==> config.mk <==
export PLATFORM = sky130hd
export DESIGN_NAME = imem_boot_loader
export DESIGN_NICKNAME = d
export VERILOG_FILES = /design/src/rtl/imem_boot_loader.sv
export SDC_FILE = /design/constraint.sdc
export NUM_CORES = 1
export LEC_CHECK = 0
export BUFFER_PORTS_ARGS = -buffer_cell sky130_fd_sc_hd__buf_2
export CORE_MARGIN = 10
export CORE_UTILIZATION = 58
export DETAILED_ROUTE_END_ITERATION = 7
export GPL_ROUTABILITY_DRIVEN = 0
export MAX_ROUTING_LAYER = met4
export PLACE_DENSITY = 0.91
export SLEW_MARGIN = 10
export SYNTH_ARGS = -nofsm -noshare
export SYNTH_HDL_FRONTEND = slang
export SYNTH_SLANG_ARGS = --single-unit
==> constraint.sdc <==
create_clock -name clk -period 2.5 [get_ports clk]
set_clock_uncertainty 0.15 [all_clocks]
set_input_delay 0.5 -clock clk [delete_from_list [all_inputs] [get_ports clk]]
set_output_delay 0.5 -clock clk [all_outputs]
set_load 0.02 [all_outputs]
==> src/rtl/imem_boot_loader.sv <==
// Instruction-memory boot loader: receives a byte-serial program image,
// assembles little-endian words, writes them into instruction memory and
// holds the core in reset until the whole image has been written.
module imem_boot_loader #(
  parameter int DATA_WIDTH = 32,
  parameter int ADDR_WIDTH = 8
) (
  input  logic                  clk,
  input  logic                  rst,
  input  logic                  byte_valid,
  input  logic [7:0]            byte_data,
  output logic                  byte_ready,
  input  logic                  load_req,
  output logic                  imem_we,
  output logic [ADDR_WIDTH-1:0] imem_addr,
  output logic [DATA_WIDTH-1:0] imem_wdata,
  output logic                  core_rst,
  output logic                  done,
  output logic                  err
);

  localparam int          BPW    = DATA_WIDTH / 8;
  localparam int          BIDX_W = (BPW > 1) ? $clog2(BPW) : 1;
  localparam int unsigned DEPTH  = 2 ** ADDR_WIDTH;

  typedef enum logic [2:0] {
    LEN0,
    LEN1,
    DATA,
    DONE,
    ERR
  } state_t;

  state_t                state;
  state_t                state_next;

  logic [7:0]            len_lo;
  logic [15:0]           words_left;
  logic [ADDR_WIDTH-1:0] word_idx;
  logic [BIDX_W-1:0]     byte_idx;
  logic [DATA_WIDTH-1:0] word_buf;

  logic                  xfer;
  logic                  last_byte;
  logic [15:0]           hdr_n;
  logic [DATA_WIDTH-1:0] word_merged;

  // State register; reset always restarts at the header low byte.
  always_ff @(posedge clk or negedge rst) begin
    if (!rst) begin
      state <= LEN0;
    end else begin
      state <= state_next;
    end
  end

  // Next-state decode, byte handshake and the word with the incoming byte merged in.
  always_comb begin
    state_next  = state;
    byte_ready  = 1'b0;
    xfer        = 1'b0;
    last_byte   = (byte_idx == BIDX_W'(BPW - 1));
    hdr_n       = {byte_data, len_lo};
    word_merged = word_buf;
    word_merged[8*int'(byte_idx) +: 8] = byte_data;
    err         = (state == ERR);

    case (state)
      LEN0: begin
        byte_ready = 1'b1;
        if (byte_valid) state_next = LEN1;
      end
      LEN1: begin
        byte_ready = 1'b1;
        if (byte_valid) begin
          if (hdr_n == 16'd0)                state_next = DONE;
          else if (32'(hdr_n) > DEPTH)       state_next = ERR;
          else                               state_next = DATA;
        end
      end
      DATA: begin
        byte_ready = 1'b1;
        // The write of the final word and the move to DONE share one edge.
        if (byte_valid && last_byte && (words_left == 16'd1)) state_next = DONE;
      end
      DONE, ERR: begin
        if (load_req) state_next = LEN0;
      end
      default: state_next = LEN0;
    endcase

    xfer = byte_valid && byte_ready;
  end

  // Header capture, word assembly, memory write strobe and core reset control.
  always_ff @(posedge clk or negedge rst) begin
    if (!rst) begin
      len_lo     <= '0;
      words_left <= '0;
      word_idx   <= '0;
      byte_idx   <= '0;
      word_buf   <= '0;
      imem_we    <= 1'b0;
      imem_addr  <= '0;
      imem_wdata <= '0;
      core_rst   <= 1'b1;
      done       <= 1'b0;
    end else begin
      imem_we <= 1'b0;

      // The core is released one edge after DONE is entered, so core_rst
      // stays high through the final write cycle.
      if ((state == DONE) && !load_req) begin
        core_rst <= 1'b0;
        done     <= 1'b1;
      end else begin
        core_rst <= 1'b1;
        done     <= 1'b0;
      end

      case (state)
        LEN0: begin
          if (xfer) len_lo <= byte_data;
        end
        LEN1: begin
          if (xfer && (state_next == DATA)) begin
            words_left <= hdr_n;
            word_idx   <= '0;
            byte_idx   <= '0;
          end
        end
        DATA: begin
          if (xfer) begin
            word_buf <= word_merged;
            if (last_byte) begin
              byte_idx   <= '0;
              imem_we    <= 1'b1;
              imem_addr  <= word_idx;
              imem_wdata <= word_merged;
              word_idx   <= ADDR_WIDTH'(word_idx + 1);
              words_left <= 16'(words_left - 1);
            end else begin
              byte_idx <= BIDX_W'(byte_idx + 1);
            end
          end
        end
        DONE, ERR: begin
          // A reload restarts counting; memory contents are left untouched.
          if (load_req) begin
            len_lo     <= '0;
            words_left <= '0;
            word_idx   <= '0;
            byte_idx   <= '0;
            word_buf   <= '0;
          end
        end
        default: ;
      endcase
    end
  end

endmodule

# Yosys cells after proc, flatten, opt, wreduce, memory -nomap -nowiden
# Cells that the tools add are included.
# W data, S select, Z words.
[word_totals] input_bits=12 word_cells=82 ff_bits=112
[op_classes] mux=34 reduce_logical=18 n_shift=2 magnitude_cmp=1 addsub=4 n_eq_ne=12
[op_table] operator="$mux W16" count=4
[op_table] operator="$mux W32" count=2
[op_table] operator="$pmux W32 S2" count=1
[op_table] operator="$pmux W16 S3" count=1
[op_table] operator="$mux W8" count=5
[op_table] operator="$neg A5 Y33" count=1
[op_table] operator="$shift A8 B33 Y32 const A" count=1
[op_table] operator="$shiftx A8 B33 Y32" count=1
[op_table] operator="$bwmux W32" count=1
[op_table] operator="$pmux W8 S3" count=1
[op_table] operator="$mux W3" count=6
[op_table] operator="$eq A16 B1 Y1 const B" count=1
[op_table] operator="$gt A16 B9 Y1 const B" count=1
[op_table] operator="$logic_not A16 Y1" count=1
[op_table] operator="$pmux W8 S2" count=1
[op_table] operator="$sub A16 B1 Y16 const B" count=1
[op_table] operator="$pmux W3 S4" count=1
[op_table] operator="$ne A2 B2 Y1 const B" count=5
[op_table] operator="$eq A3 B2 Y1 const B" count=3
[op_table] operator="$reduce_and A3 Y1" count=3
[op_table] operator="$add A8 B1 Y8 const B" count=1
[op_table] operator="$mux W2" count=4
[op_table] operator="$mux W1" count=6
[op_table] operator="$pmux W2 S3" count=1
[op_table] operator="other kinds (13)" count=18

# Longest topological paths before layout
[depth] word_depth=9 depth_mapped=9

# Worst setup path after synthesis
# Ideal clock, no wire load.
[synth_timing] path_type="reg2reg" from="register byte_idx[0]" to="register word_buf[0]" path_stages_with_launch=8 path_buffers=1 setup_time_ns=0.067 arrival_time_ns=2.065 required_time_ns=2.283 path_slack_ns=0.218 synth_period_minus_slack_ns=2.282 cell_sequence="dfrtp_1 -> inv_1 -> ha_1 -> nand2_1 -> nor3_1 -> and3_1 -> clkbuf_1 -> a22o_1"
[synth_between] elab_chain_cells=5 elab_cells_between_ends=6
[synth_rtl] item="from (decl)" line_no="40" text="logic [BIDX_W-1:0] byte_idx;"
[synth_rtl] item="from (signal assigned)" line_no="143" text="byte_idx <= BIDX_W'(byte_idx + 1);"
[synth_rtl] item="$neg A5 Y33 *" line_no="65" text="word_merged[8*int'(byte_idx) +: 8] = byte_data;"
[synth_rtl] item="$shiftx A8 B33 Y32 or $shift A8 B33 Y32 (tied branches)" line_no="65"
[synth_rtl] item="$bwmux W32 *" line_no="65"
[synth_rtl] item="$mux W32 *" line_no="133" text="if (xfer) begin"
[synth_rtl] item="$pmux W32 S2 *" line_no="121" text="case (state)"
[synth_rtl] item="to (signal assigned)" line_no="134" text="word_buf <= word_merged;"
[synth_rtl] item="to (decl)" line_no="41" text="logic [DATA_WIDTH-1:0] word_buf;"
# Every way passes the cells marked *; elsewhere a longest branch is shown, timed or not. The select of a mux whose other input is x is not followed.
# A chain may end at the register's enable or synchronous reset.

# Worst setup path in the final report
[layout_timing] from="register len_lo[3]" to="register words_left[2]"
[layout_between] elab_chain_cells=9 elab_cells_between_ends=10
[layout_rtl] item="from (decl)" line_no="37" text="logic [7:0] len_lo;"
[layout_rtl] item="from (signal assigned)" line_no="123" text="if (xfer) len_lo <= byte_data;"
[layout_rtl] item="$gt A16 B9 Y1" line_no="77" text="else if (32'(hdr_n) > DEPTH) state_next = ERR;"
[layout_rtl] item="$mux W3" line_no="77"
[layout_rtl] item="$mux W3 *" line_no="76" text="if (hdr_n == 16'd0) state_next = DONE;"
[layout_rtl] item="$mux W3 *" line_no="75" text="if (byte_valid) begin"
[layout_rtl] item="$pmux W3 S4 *" line_no="68" text="case (state)"
[layout_rtl] item="$eq A3 B2 Y1 *" line_no="126" text="if (xfer && (state_next == DATA)) begin"
[layout_rtl] item="$logic_and A1 B1 Y1 *" line_no="126"
[layout_rtl] item="$ne A2 B2 Y1 (no source line) *"
[layout_rtl] item="$reduce_and A5 Y1 (no source line) *"
[layout_rtl] item="to (signal assigned)" line_no="127" text="words_left <= hdr_n;"
[layout_rtl] item="to (signal assigned)" line_no="141" text="words_left <= 16'(words_left - 1);"
[layout_rtl] item="to (decl)" line_no="38" text="logic [15:0] words_left;"
# Every way passes the cells marked *; elsewhere a longest branch is shown, timed or not.

==> summary.md <==
| Metric | Value |
|---|---|
| Outcome | `finished with violations` |
| Failing checks | `hold timing` |
| Leakage power of the design | `2.87 nW` |
| Post-synth cell types | `45` |
| Design Area, Final | `5690 sq um` |
| Relative slew slack | `37.7%` |
| Seq/Total Area, Yosys | `52.5%` |
| CP cell instances | `or4_1 > or3_1 > and3_1 > a21o_1 > o21ai_0` |
| Number of iterations in the first detailed-routing pass | `5` |
| Count of yosys warnings during synthesis | `0` |
| Slew at the pin closest to its max-slew limit | `0.927 ns` |
| Min cycle time layout | `2.37 ns` |
| Critical path buffers and inverters | `0` |
| Row Count | `33` |
| PD cells | `773 nW/um^2` |
| Final hold vios | `2` |
| Mapped Cells | `523` |
| CP Class | `reg2reg` |
| Gates resized, CTS repair | `0` |
| Post-route worst setup slack | `0.132 ns` |
| Maximum fanout along the worst path | `4` |
| Via count normalized by instance count | `6.43` |
| IO Port Bufs | `56` |
| Library cell occupying the most area in the post-synthesis netlist | `dfrtp_1` |
| Worst ir drop on vdd | `0.370 mV` |
| Final Max Slew Viols | `0` |
| Netlist Area Pre-Place | `4960 sq um` |
| Worst hold slack after final layout | `-0.00214 ns` |
| First-pass GRT wire length | `21.7 mm` |
| Clock sink count | `104` |
| Fillers | `617` |
| Count of max-cap constraint violations | `0` |
| Count of H-tree levels built during CTS | `3` |
| Worst-Skew Late Latency | `0.37 ns` |
| Largest cells by area after synthesis | `dfrtp_1, a21oi_1, a22o_1` |
| Clock root buffer | `clkbuf_8` |
| Number of synthesized register bits | `104` |
| Proportion of layout cells with a drive suffix above 1 | `19.4%` |
| Final setup viols | `0` |
| Post-CTS setup repair buffer count | `0` |
| Clock transition at the registers of the reported paths | `0.10 ns` |
| FFs w/ async S/R, synth | `100%` |
| Highest clock rate | `0.422 GHz` |
| Number of placed I/O pins | `57` |
| Most used DFF post-synth | `dfrtp_1` |
| Initial core utilization | `60.0%` |
| Count of vias placed by the detailed router | `4509` |
| Area of combinational cells with multiple inputs | `2170 sq um` |
| HPWL reported at the end of detailed placement | `8.95 mm` |
| Synth top area share | `52.0%` |
| Required time of the critical path | `2.62 ns` |
| CP endpoint kind | `register` |
| Library cell with the highest instance count after synthesis | `dfrtp_1` |
| Per-instance average area after synthesis | `9.48 sq um` |
| Total routing usage reported by global routing | `20.9%` |
| Worst hold-check path type | `in2async` |
| Final #Nets | `609` |
| Chip Height | `112 um` |
| Final-layout setup total negative slack | `0 ns` |
| GR Overflow Total | `0` |
| Peak per-stage delay on the critical path | `0.60 ns` |
| Register cell area after layout | `2600 sq um` |
| Detailed Route Iter0 Violations | `480` |
| Total power of the final layout | `4.40 mW` |
| Setup repair after global routing missed its margin | `no` |
| Commonest cells in the synthesized netlist | `dfrtp_1, a21oi_1, nand2_1` |
| Crit path arrival time | `2.49 ns` |
| Wirelength per Cell | `18.5 um` |
| Die Wd | `112 um` |
| Slack of the worst reg-to-reg path | `0.13 ns` |
| Number of enable flip-flop cells after synthesis | `0` |
| Total detailed-routing wirelength | `13.0 mm` |
| Largest delay share family, worst path | `simple AND/OR/NAND/NOR gates` |
| Total DRC errors in the routed layout | `0` |
| Maximum number of pins on one net before global-route repair | `105` |
| TritonCTS clock tree | `done` |
| Die area | `12600 sq um` |
| Antenna violations before repair | `1` |
| Maximum count of clock buffers along a single path | `2` |
| Critical path's slowest cell | `or4_1` |
| Startpoint type of the worst setup path | `register` |
| Post-layout util | `68.9%` |
| Net Count, Synth | `543` |
| Number of buffers created by CTS | `9` |
| Portion of the clock cycle consumed by the worst path in the final layout | `94.7%` |
| DP Area | `5500 sq um` |
| Synth-to-Final Area Change | `14.8%` |
| Hold buffer count at CTS | `0` |
| Worst slack at placement | `0.159 ns` |
| Post-detailed-route count of antenna-violating nets | `0` |
| Vias in the first global route | `4491` |
| Core footprint | `8260 sq um` |
-- final cells by class --
cell class,count,area share (%)
clock buffer,10,2.24
antenna,2,0.0880
clock inverter,6,0.945
sequential,104,45.8
tap,105,2.31
inverter,8,0.572
timing repair buffer,91,10.0
multi-input combinational,375,38.1
-- through the flow --
step / std cells / hold slack (ns)
4_1_cts: 699 / 0.0670
6_report: 701 / -0.00214
5_1_grt: 700 / 0.0686
2_1_floorplan: 523 / 0.0544
3_5_place_dp: 683 / 0.305
3_3_place_gp: 683 / 0.302
-- flip-flops by register name, indices dropped and copies added (netlist names) --
name        count
core_rst        1
imem_we         1
word_idx        8
imem_addr       8
word_buf       24
done            1
byte_idx        2
len_lo          8
imem_wdata     32
state           3
words_left     16
-- cell families after synthesis --
group	count (synthesis)	synth area share [%]
muxes	1	0.202
DFF	104	52.5
adders and majority gates	8	2.02
AOI/OAI and AO/OA	166	21.4
buffers and inverters	44	3.76
and+or+nand+nor	200	20.0
-- power by group --
group	switching (mW)	leakage (nW)	total (mW)	internal, mW
clock network	0.605	0.0890	0.984	0.379
logic	0.801	1.36	1.31	0.511
registers	0.224	1.42	2.10	1.88
total	1.63	2.87	4.40	2.77
-- layout by cell type (no fill, tap or decap), drive strengths merged, types with 7 or more instances in the layout --
cell type	synthesis	final
dfrtp	103	103
buf	9	91
a21oi	66	66
nand2	55	55
nor2	51	51
a22o	33	33
nor2b	28	28
o21ai	26	26
nand3	15	15
o31ai	11	11
clkbuf	27	10
inv	8	10
nor3	9	9
nor4	8	8
and3	8	8
ha	8	8
a31oi	7	7
-- routing by layer --
| metal | vias up | global-route usage (%) | wire length (um) |
|---|---|---|---|
| met5 | - | - | 0 |
| met4 | 0 | 9.39 | 388 |
| met3 | 48 | 3.30 | 1070 |
| met2 | 270 | 33.8 | 6370 |
| met1 | 2170 | 25.1 | 5160 |
| li1 | 2021 | - | - |
-- path summary, 6_finish.rpt --
kind                                             from                          to  cells past startpoint
max in group asynchronous                         rst  words_left[15]$_DFFE_PN0P_                      2
hold reg to reg            imem_wdata[28]$_DFFE_PN0P_  imem_wdata[28]$_DFFE_PN0P_                      2
setup / recovery                len_lo[3]$_DFFE_PN0P_   words_left[2]$_DFFE_PN0P_                      5
setup reg to reg                len_lo[3]$_DFFE_PN0P_   words_left[2]$_DFFE_PN0P_                      5
hold / removal                                    rst    word_buf[14]$_DFFE_PN0P_                      2
min in group clk                           byte_valid          state[2]$_DFF_PN0_                      3
Power figures use the tool's default switching activity.
